File: config.mk
export PLATFORM = sky130hd
export DESIGN_NAME = instr_fetch
export DESIGN_NICKNAME = d
export VERILOG_FILES = /design/src/rtl/instr_fetch.sv
export SDC_FILE = /design/constraint.sdc
export NUM_CORES = 1
export LEC_CHECK = 0
export CAP_MARGIN = 25
export CORE_MARGIN = 5
export CORE_UTILIZATION = 30
export DETAILED_ROUTE_END_ITERATION = 12
export SLEW_MARGIN = 20
export SYNTH_ARGS = -nofsm -noshare
export SYNTH_HDL_FRONTEND = slang
export SYNTH_SLANG_ARGS = --single-unit
File: constraint.sdc
create_clock -name clk -period 10.6 [get_ports clk]
set_input_delay 2.12 -clock clk [delete_from_list [all_inputs] [get_ports clk]]
set_output_delay 2.12 -clock clk [all_outputs]
set_load 0.05 [all_outputs]
File: src/rtl/instr_fetch.sv
// Instruction fetch stage: owns the PC, reads a combinational ROM, buffers
// {pc, instruction} pairs in a small in-order FIFO and hands them to decode.
// Handshake: decode takes the head on any cycle where dec_valid & dec_ready
// are both high; dec_valid never depends on dec_ready, and the head holds
// steady while dec_valid is high and dec_ready is low.
// A branch redirect flushes the buffer. Fetching the HALT word parks the
// stage until the next redirect.
module instr_fetch #(
    parameter int              PC_W       = 30,
    parameter logic [PC_W-1:0] RESET_PC   = '0,
    parameter int              FIFO_DEPTH = 2,
    parameter logic [15:0]     HALT_INSTR = 16'hFFFF
) (
    input  logic            clk,
    input  logic            rst,
    output logic [PC_W-1:0] rom_pc,
    input  logic [15:0]     rom_instruction,
    input  logic            br_valid,
    input  logic [PC_W-1:0] br_target,
    output logic            dec_valid,
    output logic [15:0]     dec_instr,
    output logic [PC_W-1:0] dec_pc,
    input  logic            dec_ready,
    output logic            halted
);

    localparam int IW = $clog2(FIFO_DEPTH);
    localparam int CW = IW + 1;

    typedef enum logic {ST_RUN = 1'b0, ST_HALT = 1'b1} state_t;

    state_t          state_q, state_d;
    logic [PC_W-1:0] pc_q, pc_d;
    logic [CW-1:0]   cnt_q, cnt_d;
    logic [PC_W-1:0] mem_pc_q    [FIFO_DEPTH];
    logic [PC_W-1:0] mem_pc_d    [FIFO_DEPTH];
    logic [15:0]     mem_instr_q [FIFO_DEPTH];
    logic [15:0]     mem_instr_d [FIFO_DEPTH];

    logic            pop;
    logic            fetch;
    logic [IW-1:0]   wr_idx;

    // Entry 0 is always the head; the buffer shifts down on a pop so the
    // decode outputs come straight from flops and keep their value when empty.
    assign rom_pc    = pc_q;
    assign dec_valid = (cnt_q != '0);
    assign dec_pc    = mem_pc_q[0];
    assign dec_instr = mem_instr_q[0];
    assign halted    = (state_q == ST_HALT);

    assign pop    = dec_valid & dec_ready;
    // A pop frees a slot in the same cycle, so a full buffer keeps streaming.
    assign fetch  = (state_q == ST_RUN) & ~br_valid &
                    ((cnt_q < CW'(FIFO_DEPTH)) | pop);
    // Slot the new entry lands in, after any shift caused by the pop.
    assign wr_idx = cnt_q[IW-1:0] - IW'(pop);

    // Next-state logic: redirect beats push, refill and the halt transition.
    always_comb begin
        state_d     = state_q;
        pc_d        = pc_q;
        cnt_d       = cnt_q;
        mem_pc_d    = mem_pc_q;
        mem_instr_d = mem_instr_q;

        // Shift only slots that hold live entries so the head keeps its
        // last value when the buffer drains.
        for (int i = 0; i < FIFO_DEPTH - 1; i++) begin
            if (pop && ((i + 1) < int'(cnt_q))) begin
                mem_pc_d[i]    = mem_pc_q[i+1];
                mem_instr_d[i] = mem_instr_q[i+1];
            end
        end

        if (br_valid) begin
            pc_d    = br_target & ~PC_W'(1);
            cnt_d   = '0;
            state_d = ST_RUN;
        end else begin
            if (fetch) begin
                mem_pc_d[wr_idx]    = pc_q;
                mem_instr_d[wr_idx] = rom_instruction;
                pc_d                = pc_q + PC_W'(2);
                if (rom_instruction == HALT_INSTR) begin
                    state_d = ST_HALT;
                end
            end
            cnt_d = cnt_q + CW'(fetch) - CW'(pop);
        end
    end

    // State registers with asynchronous reset.
    always_ff @(posedge clk or posedge rst) begin
        if (rst) begin
            state_q <= ST_RUN;
            pc_q    <= RESET_PC;
            cnt_q   <= '0;
            for (int i = 0; i < FIFO_DEPTH; i++) begin
                mem_pc_q[i]    <= '0;
                mem_instr_q[i] <= '0;
            end
        end else begin
            state_q     <= state_d;
            pc_q        <= pc_d;
            cnt_q       <= cnt_d;
            mem_pc_q    <= mem_pc_d;
            mem_instr_q <= mem_instr_d;
        end
    end

endmodule

==> flow_summary.toml <==
[die]
ioPinCount = 128
num_rows = 53
core_mm2 = 0.0210
die_x_um = 156
initial_utilization_pct = 30.4
dieArea_mm2 = 0.0243
dieHeight_um = 156

[logic_synthesis]
yosys_warnings = 0
ys_dominant_reg_cell = "dfrtp_1"
yosysSeqAreaShare_pct = 48.2
ys_ff_latch = 123
postSynthCellCount = 539
synth_cell_types = 48
synth-edff-count = 0
synth_area_mm2 = 0.00639
synthArstFlopShare_pct = 100
postSynthAreaPerCell_um2 = 11.9
syn-num-nets = 592

[placement]
placedCellCount = 868
dp_hpwl_um = 11400
post_dp_cell_area_mm2 = 0.00752
portBuffers = 125
place_congestion = 0.734

[cts]
cts_made_buffers = 17
clockRootBuffer = "clkbuf_16"
clock_latency_ns = 0.41
cts.sinks = 123
htreeDepth = 4
cts-resized-gates = 0
clockBufferDepth = 2
ctsHoldBuffers = 0
clk_pin_slew_ns = 0.05
cts_tree = "done"
post-cts-setup-buffers = 0

[grt]
grt_pass1_wl_um = 25700
gr-usage-all-layers_pct = 13.4
grt_start_max_net_pins = 58
grt_antenna_before_repair = 1
grt_remaining_overflow = 0
grt_pass1_vias = 4760

[timing]
worst_slew_pin_slew_ns = 0.989
period_share_pct = 45.9
finalMaxSlewViolations = 0
rsz0062_at_grt = "false"
clock_skew_ns = 0.00627
period_needed_ns = 4.86
fin_setup_tns_ns = 0
hold_violations = 0
maxSlewHeadroom_pct = 33.5
setup_viol = 0
fmax_mhz = 206

[finish]
ff_latch_area_mm2 = 0.00308
layout-drive-gt1-share_pct = 29.0
instances_no_fill = 900
multiInputGateArea_mm2 = 0.00275
area_delta_synth_final_pct = 27.5
layout_common_cells = "mux2_2, clkdlybuf4s50_1, dfrtp_1"
diodes = 0
fillers = 2024
num-nets-final = 665
finish.instance_area_mm2 = 0.00815
final_common_cell = "mux2_2"

[setup_path]
worst_ep_arrival_time_ns = 5.16
path_class = "in -> reg"
cp-end-kind = "flip-flop"
path_max_fanout = 47
cp.required_ns = 10.90
cp-start-kind = "primary input"

[power]
vdd_ir_drop_max_mv = 0.149
leakagePower_uw = 0.00321
powerDensity_mw_per_mm2 = 293

[worst_hold_path]
hold_path.class = "reg -> reg"

[detailed_routing]
drc = 0
drt_wl_total_um = 16200
wl_per_cell_um = 18.0
dr.pass1.iters = 4
antenna_left = 0
drtIter0Drc = 148
routed_via_density = 4.95
vias = 4451

[job]
drv_cap = 0

[outcome]
status = "completed"
[cell families (layout without fill, tap and decap cells)]
kind of cell             Yosys count  after routing  share of synthesized area, %
flip-flops                       123            123                          48.2
other                              1              1                        0.0587
AND/OR/NAND/NOR                  128            128                          11.3
adder cells (fa/ha/maj)            3              3                         0.587
AO/OA/AOI/OAI                     54             54                          5.62
XOR/XNOR                          11             11                          1.51
multiplexers                     135            135                          23.6
buffers and inverters             84            170                          9.14
[cell usage after synthesis (2+ instances only)]
master	instances	area, um^2
mux2_2	127	1430
dfrtp_1	123	3080
buf_4	47	353
nand2_1	29	109
nor2_1	21	78.8
o21ai_0	16	80.1
a31oi_1	14	87.6
nand4_1	14	87.6
clkbuf_1	11	41.3
nand3_1	11	55.1
or4_1	11	82.6
o31ai_1	10	75.1
buf_2	9	45.0
mux2i_1	8	80.1
xnor2_1	8	70.1
inv_1	6	22.5
clkbuf_8	5	68.8
nor4_1	5	31.3
o311ai_0	5	43.8
or3_1	5	31.3
buf_6	4	45.0
nand2b_1	4	25.0
nor4b_1	4	35.0
and3_1	3	18.8
ha_1	3	37.5
nor3_1	3	15.0
or2_2	3	18.8
xor2_1	3	26.3
a21oi_1	2	10.0
and3_2	2	15.0
and4_1	2	17.5
nor2b_1	2	12.5
o211ai_1	2	15.0
o41a_1	2	22.5
or3_2	2	15.0
[power by group]
| group | internal (uW) | total [uW] | switching [uW] | leakage, uW |
|---|---|---|---|---|
| clock network | 400 | 621 | 221 | 0.000295 |
| logic | 430 | 994 | 565 | 0.00147 |
| registers | 656 | 774 | 118 | 0.00144 |
| total | 1490 | 2390 | 904 | 0.00321 |
[state kept, by name, indices dropped and copies added (netlist names)]
register,count
cnt_q,2
dec_instr,16
dec_pc,30
halted,1
mem_instr_q,16
mem_pc_q,29
rom_pc,29
[critical path, cell delays in order]
cell and delay [ns]:
clkdlybuf4s50_1 0.48, nand2_2 0.09, buf_4 0.57, mux2i_1 0.38
nor2_4 0.69, buf_4 0.43, mux2_2 0.37
[worst paths after layout]
kind / startpoint / to / slack, ns / depth (start not counted)
min in group asynchronous: rst / dec_pc[1] / 2.09 / 2
worst max register to register: cnt_q[1] / dec_pc[12] / 7.52 / 6
max in group asynchronous: rst / mem_pc_q[12] / 7.37 / 4
worst max-delay path: dec_ready / dec_pc[12] / 5.74 / 7
worst min register to register: dec_pc[0] / dec_pc[0] / 0.50 / 2
worst min-delay path: dec_pc[0] / dec_pc[0] / 0.50 / 2
[routing by layer]
metal	GRT usage (%)	vias to the layer above	share of wire [%]
met4	4.25	2	1.8
met1	15.5	2244	41
met3	4.69	25	6.6
met2	23.4	122	50
met5	0	-	0.080
li1	-	2058	-
[final cells by class]
class,count,share of cell area (%)
Sequential cell,123,37.8
Multi-Input combinational cell,332,33.7
Timing Repair Buffer,132,16.2
Clock buffer,18,5.39
Tap cell,275,4.22
Clock inverter,14,2.38
Inverter,6,0.307
[per-stage QoR]
step / power (uW) / setup slack, ns / util, % / hold slack, ns
final: 2390 / 5.74 / 38.8 / 0.496
after global routing: 2520 / 5.53 / 38.8 / 0.517
after CTS: 2420 / 5.64 / 38.8 / 0.498
after detailed placement: 1790 / 5.20 / 35.8 / 0.489
after global placement: 1760 / 5.27 / 35.6 / 0.485
after floorplan: 1590 / 5.21 / - / 0.470
No activity file was read; power rests on OpenSTA's default activity.
